### config.mk
export PLATFORM = sky130hd
export DESIGN_NAME = keyled_cpu_oci_dct_packer_flat
export DESIGN_NICKNAME = d
export VERILOG_FILES = /design/src/rtl/keyled_cpu_oci_dct_packer_if.sv /design/src/rtl/keyled_cpu_oci_dct_packer.sv /design/src/flat_wrapper.sv
export SDC_FILE = /design/constraint.sdc
export NUM_CORES = 1
export LEC_CHECK = 0
export CAP_MARGIN = 20
export CORE_ASPECT_RATIO = 0.75
export CORE_MARGIN = 3
export CORE_UTILIZATION = 55
export CTS_BUF_LIST = sky130_fd_sc_hd__clkbuf_2 sky130_fd_sc_hd__clkbuf_4 sky130_fd_sc_hd__clkbuf_8
export CTS_CLUSTER_DIAMETER = 60
export DETAILED_ROUTE_END_ITERATION = 7
export PLACE_DENSITY = 0.95
export REMOVE_ABC_BUFFERS = 1
export SLEW_MARGIN = 20
export SYNTH_ARGS = -nofsm -noshare
export SYNTH_HDL_FRONTEND = slang
export SYNTH_SLANG_ARGS = --single-unit
### constraint.sdc
create_clock -name clk -period 2.59 [get_ports clk]
set_input_delay 0.518 -clock clk [delete_from_list [all_inputs] [get_ports clk]]
set_output_delay 0.518 -clock clk [all_outputs]
set_load 0.05 [all_outputs]
### src/rtl/keyled_cpu_oci_dct_packer_if.sv
// Trace packer bus bundle: atom input side and frame output side.
//   atom_valid/atom_data/atom_ready : 2-bit trace atom handshake (CPU -> packer)
//   flush                           : single-cycle request to emit a partial frame
//   frame_valid/frame_data/frame_ready : {count, buffer} frame handshake (packer -> FIFO)
// slave modport is the packer; master modport is the surrounding logic.
interface keyled_cpu_oci_dct_packer_if;
  localparam int unsigned ATOM_W  = 2;
  localparam int unsigned FRAME_W = 34;

  logic               atom_valid;
  logic [ATOM_W-1:0]  atom_data;
  logic               atom_ready;
  logic               flush;
  logic               frame_valid;
  logic [FRAME_W-1:0] frame_data;
  logic               frame_ready;

  modport slave (
    input  atom_valid, atom_data, flush, frame_ready,
    output atom_ready, frame_valid, frame_data
  );

  modport master (
    output atom_valid, atom_data, flush, frame_ready,
    input  atom_ready, frame_valid, frame_data
  );
endinterface

### src/rtl/keyled_cpu_oci_dct_packer.sv
// OCI compressed-trace packer: packs 2-bit atoms LSB-first into a 30-bit
// accumulator and emits {count, buffer} frames when full or on flush.
//   clk, reset_n : clock, async active-low reset
//   bus          : atom input / flush / frame output handshakes (slave side)
//   dct_buffer   : live accumulator contents
//   dct_count    : live accumulator fill count (0..15)
//   frame_total  : frames emitted, wraps at 16 bits
module keyled_cpu_oci_dct_packer (
  input  logic                            clk,
  input  logic                            reset_n,
  keyled_cpu_oci_dct_packer_if.slave      bus,
  output logic [29:0]                     dct_buffer,
  output logic [3:0]                      dct_count,
  output logic [15:0]                     frame_total
);
  localparam int unsigned ATOM_W  = 2;
  localparam int unsigned ATOMS   = 15;
  localparam int unsigned BUF_W   = ATOM_W * ATOMS;
  localparam int unsigned CNT_W   = 4;
  localparam int unsigned TOTAL_W = 16;

  logic              flush_pend;
  logic              count_full;
  logic              count_empty;
  logic              accept;
  logic              out_free;
  logic              flush_eff;
  logic              emit;
  logic [BUF_W-1:0]  buf_nxt;
  logic [CNT_W-1:0]  cnt_nxt;

  // Handshake and emit decisions, all from registered state.
  assign count_full     = (dct_count == CNT_W'(ATOMS));
  assign count_empty    = (dct_count == '0);
  assign bus.atom_ready = reset_n & ~count_full;
  assign accept         = bus.atom_valid & bus.atom_ready;
  assign out_free       = ~bus.frame_valid | bus.frame_ready;
  assign flush_eff      = bus.flush | flush_pend;
  assign emit           = out_free & (count_full | (flush_eff & ~count_empty));

  // Accumulator next state: an emit clears first, so a same-cycle atom lands in slot 0.
  always_comb begin
    buf_nxt = dct_buffer;
    cnt_nxt = dct_count;
    if (emit) begin
      buf_nxt = '0;
      cnt_nxt = '0;
    end
    if (accept) begin
      for (int unsigned k = 0; k < ATOMS; k++) begin
        if (cnt_nxt == CNT_W'(k)) begin
          buf_nxt[k*ATOM_W +: ATOM_W] = bus.atom_data;
        end
      end
      cnt_nxt = cnt_nxt + CNT_W'(1);
    end
  end

  // Accumulator registers.
  always_ff @(posedge clk or negedge reset_n) begin
    if (!reset_n) begin
      dct_buffer <= '0;
      dct_count  <= '0;
    end else begin
      dct_buffer <= buf_nxt;
      dct_count  <= cnt_nxt;
    end
  end

  // Output frame register; a new emit overwrites a draining frame with no bubble.
  always_ff @(posedge clk or negedge reset_n) begin
    if (!reset_n) begin
      bus.frame_valid <= 1'b0;
      bus.frame_data  <= '0;
      frame_total     <= '0;
    end else if (emit) begin
      bus.frame_valid <= 1'b1;
      bus.frame_data  <= {dct_count, dct_buffer};
      frame_total     <= frame_total + TOTAL_W'(1);
    end else if (bus.frame_valid && bus.frame_ready) begin
      bus.frame_valid <= 1'b0;
    end
  end

  // Remembers a flush that arrived while the output was blocked.
  always_ff @(posedge clk or negedge reset_n) begin
    if (!reset_n) begin
      flush_pend <= 1'b0;
    end else if (emit || count_empty) begin
      flush_pend <= 1'b0;
    end else if (bus.flush) begin
      flush_pend <= 1'b1;
    end
  end
endmodule
### src/flat_wrapper.sv
// flat-port wrapper written by rule: the top's interface ports become plain ports
module keyled_cpu_oci_dct_packer_flat 
  (clk, reset_n, dct_buffer, dct_count, frame_total, bus_atom_valid, bus_atom_data, bus_flush, bus_frame_ready, bus_atom_ready, bus_frame_valid, bus_frame_data);
  keyled_cpu_oci_dct_packer_if bus_i ();
  input  logic clk;
  input  logic reset_n;
  output logic [29:0] dct_buffer;
  output logic [3:0] dct_count;
  output logic [15:0] frame_total;
  input wire logic [$bits(bus_i.atom_valid)-1:0] bus_atom_valid;
  input wire logic [$bits(bus_i.atom_data)-1:0] bus_atom_data;
  input wire logic [$bits(bus_i.flush)-1:0] bus_flush;
  input wire logic [$bits(bus_i.frame_ready)-1:0] bus_frame_ready;
  output wire logic [$bits(bus_i.atom_ready)-1:0] bus_atom_ready;
  output wire logic [$bits(bus_i.frame_valid)-1:0] bus_frame_valid;
  output wire logic [$bits(bus_i.frame_data)-1:0] bus_frame_data;
  assign bus_i.atom_valid = bus_atom_valid;
  assign bus_i.atom_data = bus_atom_data;
  assign bus_i.flush = bus_flush;
  assign bus_i.frame_ready = bus_frame_ready;
  assign bus_atom_ready = bus_i.atom_ready;
  assign bus_frame_valid = bus_i.frame_valid;
  assign bus_frame_data = bus_i.frame_data;
  keyled_cpu_oci_dct_packer u_core (.clk(clk), .reset_n(reset_n), .bus(bus_i), .dct_buffer(dct_buffer), .dct_count(dct_count), .frame_total(frame_total));
endmodule
# Word level (Yosys, flattened, before mapping)
# Index checks and enable logic that the tools add are counted.
dict set report totals {
  regBits 86
  input_bits 7
  word_cells 62
}
dict set report classes {
  addsub 2
  eq_ne 15
  mux 23
  bitwise 10
  n_reduce_logical 6
}
# operator n
set op_table {}
lappend op_table {{30-bit two-way mux} 2}
lappend op_table {{4-bit equality test (second input constant)} 8}
lappend op_table {{2-bit two-way mux} 15}
lappend op_table {{16-bit by 1-bit adder with 16-bit output (second input constant)} 1}
lappend op_table {{4-bit by 3-bit equality test with 1-bit output (second input constant)} 4}
lappend op_table {{4-bit by 2-bit equality test with 1-bit output (second input constant)} 2}
lappend op_table {{4-bit zero test} 2}
lappend op_table {{4-bit two-way mux} 2}
lappend op_table {{4-bit by 1-bit adder with 4-bit output (second input constant)} 1}
lappend op_table {{1-bit AND} 4}
lappend op_table {{4-bit by 1-bit equality test with 1-bit output (second input constant)} 1}
lappend op_table {{1-bit two-way mux} 4}
lappend op_table {{2-bit nonzero test} 2}
lappend op_table {{1-bit inverter} 3}
lappend op_table {{1-bit bitwise OR} 3}
lappend op_table {{1-bit logical AND} 1}
lappend op_table {{1-bit logical OR} 1}

# Logic depth before layout (Yosys ltp)
dict set report depth {
  depth_word 9
  mapped_depth 7
  mapped_depth_nobuf 5
}

# Least setup slack after synthesis
# Ideal clock, no wire load.
dict set report synth_timing {
  kind {register to register}
  from {register u_core.dct_count[3]}
  to {register u_core.frame_total[7]}
  setup_ns 0.141
  t_arrival_ns 1.847
  slack_ns 0.602
  path_stages_with_launch 7
  synth_period_minus_slack_ns 1.988
  path_cell_list {dfrtp_1 > buf_2 > a311o_1 > o2111a_2 > and3_4 > nand4_2 > xnor2_1}
}
dict set report synth_between {
  elab_chain_len 5
}
# item line
set synth_lines {}
lappend synth_lines {{start: declaration} keyled_cpu_oci_dct_packer.sv:13} ;# output logic [3:0] dct_count,
lappend synth_lines {{start signal: assignment} keyled_cpu_oci_dct_packer.sv:66} ;# dct_count <= cnt_nxt;
lappend synth_lines {{4-bit zero test} keyled_cpu_oci_dct_packer.sv:34} ;# assign count_empty = (dct_count == '0);
lappend synth_lines {{1-bit inverter} keyled_cpu_oci_dct_packer.sv:39} ;# assign emit = out_free & (count_full | (flush_eff & ~count_empty));
lappend synth_lines {{1-bit AND} keyled_cpu_oci_dct_packer.sv:39}
lappend synth_lines {{1-bit bitwise OR *} keyled_cpu_oci_dct_packer.sv:39}
lappend synth_lines {{1-bit AND *} keyled_cpu_oci_dct_packer.sv:39}
lappend synth_lines {{end signal: assignment} keyled_cpu_oci_dct_packer.sv:79} ;# frame_total <= frame_total + TOTAL_W'(1);
lappend synth_lines {{end: declaration} keyled_cpu_oci_dct_packer.sv:14} ;# output logic [15:0] frame_total
# Mark *: on every way between the ends. The rest lies on a longest branch, timed or not.
# A chain may end at the register's enable or synchronous reset.

# Final worst setup path
dict set report layout_timing {
  from {register u_core.dct_count[3]}
  to {output dct_count[3]}
}
# item line
set layout_rtl {}
lappend layout_rtl {{end: declaration} flat_wrapper.sv:8} ;# output logic [3:0] dct_count;
# No word-level cell between the ends.

==> metrics.txt <==
CTS clk-pin slew, worst paths=0.08 ns; DR vias=roughly 3200; die area=7920 sq um; CP max stage delay=0.89 ns; Worst Setup End Kind=primary output; FMAX=422 MHz; cell count after synthesis=a little under 400; hpwl dp=6.82 mm; largest net degree at the start of global routing=48; wire per inst=16.8 um; slowest cell on the critical path=clkdlybuf4s50_1; Die H=~78 um; commonest non-fill, non-tap cell in the layout=nand2_1; Final min period=roughly 2.4 ns; share of cells above drive strength 1=0.107; GRT Total Usage=0.260; Design Power=between 4 and 5 mW; FP Rows=25; DRC viols=0; Slew headroom=0.581; crit path cell chain=clkdlybuf4s50_1; Mapped Avg Cell Area=9.78 sq um; VDD IR-drop max=677 uV; post-CTS sizing=0; Hold Buf Count CTS=0; critical path type=register to primary output; final antenna-violating net count=0; CTS tree=built; routed vias/inst=5.67; top post-synthesis cells by area=dfrtp_1 (57%), nand2_1 (14%), a21oi_2 (3.2%), xnor2_1 (3.2%), nor2_1 (2.6%); Setup Skew=around 0.0060 ns; power per cell area=945 nW/um^2; register bit total from synthesis=86; setup TNS=0 ns; CP Launch Type=register; register area share after synthesis=0.569; RSZ-0062 raised after global routing=no; I/O Buffers=between 90 and 100; Critical Path Fanout Max=13; Syn Std Cell Area=between 3000 and 4000 sq um; I/O pins=93; CP delay by family, top=buffers and inverters; fillers=429; Final Hold Fails=0; Synth area leader=dfrtp_1; setup bufs post-CTS=0; Crit path buffers/inverters=1; Placer Congestion=0.854; effective utilization at floorplan=0.585; initial antenna violation count=0; Clock Latency Late Sink=0.35 ns; most frequent cells in the layout=nand2_1 (138), clkdlybuf4s50_1 (90), dfrtp_1 (86), nor2_1 (26), o21ai_0 (16); Chip Width=102 um; Syn. warnings=0; critical path required time=2.07 ns; top cell type's share of synthesized area=0.569; leakage=2.32 nW; first-pass GRT wire length=around 16 mm; max-slew violation count=0; DRT Pass-1 Iters=5; flop-to-flop setup slack=about 0.49 ns; Max clock buf depth=2; maxcap violations=0; vias in the first global route=3400; EDFF count, synth=0; DRT Wirelength=9.51 mm; Tcrit/Tclk final=0.916; Final WS setup=0.218 ns; Clock Sinks=86; worst endpoint data arrival time=1.85 ns; H-Tree Level Count=3; Tightest Hold Check Type=input port to asynchronous set/reset pin; n_diodes=0; Setup WS pre-CTS=0.205 ns; distinct cell type count after synthesis=46; Post-synth top flop=dfrtp_1; initial DRC count=between 200 and 250; total gr overflow=0; TritonCTS Buffers=9; worst-margin pin slew=0.624 ns; Clk Tree Root Cell=clkbuf_8; core area=6470 sq um; layout net count=~490; Synth async-reset ratio=1.00; Setup Viol. Count Final=0; status=finished, final reports clean; Layout Area Growth over Synthesis=32.0%
kinds of logic after synthesis:
group / Yosys count / synth area share
flip-flops: 86 / 0.569
multiplexers: 9 / 0.0238
AND/OR/NAND/NOR: 200 / 0.228
XOR/XNOR: 15 / 0.0347
adder cells (fa/ha/maj): 1 / 0.00331
AO/OA/AOI/OAI: 55 / 0.104
buffers and inverters: 21 / 0.0370
cell type report:
class | count | area (sq um) | share of cell area
clock inverter | 5 | 58.8 | 0.0118
multi-input combinational | 280 | 1500 | 0.301
timing repair buffer | 104 | 1040 | 0.209
sequential | 86 | 2150 | 0.431
tap | 81 | 101 | 0.0203
clock buffer | 10 | 138 | 0.0275
metal layers:
metal	wire, um	up-vias	global-route usage	share of wire
li1	-	1472	-	-
met1	4000	1567	0.335	0.42
met2	4650	149	0.431	0.49
met3	682	21	0.0683	0.072
met4	183	0	0.0770	0.019
met5	0	-	0	0
power breakdown:
part           total [mW]  internal, mW  switching, mW
logic                2.01         0.640           1.37
registers            1.78          1.55          0.226
clock network       0.941         0.468          0.472
total                4.72          2.66           2.07
stage by stage:
step	instances	utilization	area, sq um	hold slack (ns)
2_1_floorplan	366	-	3640	0.222
3_3_place_gp	551	0.741	4800	0.450
3_5_place_dp	551	0.741	4800	0.456
4_1_cts	566	0.772	5000	0.0770
5_1_grt	566	0.772	5000	0.0891
6_report	566	0.772	5000	0.0712
flip-flops by register name (all words and copies together) (netlist names):
signal and cells:
u_core.dct_buffer 30, u_core.dct_count 4, u_core.bus.frame_valid 1, u_core.flush_pend 1, u_core.frame_total 16, u_core.bus.frame_data 34
synthesized netlist by cell type (5+ instances only):
cell type / count
dfrtp_1: 86
o21ai_0: 16
buf_2: 10
buf_6: 6
a21oi_2: 14
nand2_1: 138
and3_1: 5
nand3_1: 7
mux2i_1: 9
xnor2_1: 14
a21oi_1: 7
nor2_1: 26
worst paths after layout:
kind                                                      startpoint                                     to  cells past startpoint
max in group asynchronous                                    reset_n        u_core.dct_buffer[18]$_DFF_PN0_                      2
min in group clk                u_core.bus.frame_data[7]$_DFFE_PN0P_   u_core.bus.frame_data[7]$_DFFE_PN0P_                      2
worst max register to register         u_core.dct_count[0]$_DFF_PN0_         u_core.dct_buffer[7]$_DFF_PN0_                      6
worst min register to register  u_core.bus.frame_data[7]$_DFFE_PN0P_   u_core.bus.frame_data[7]$_DFFE_PN0P_                      2
worst max-delay path                   u_core.dct_count[3]$_DFF_PN0_                           dct_count[3]                      1
worst min-delay path                                         reset_n  u_core.bus.frame_data[27]$_DFFE_PN0P_                      1
Power figures use the tool's default switching activity.
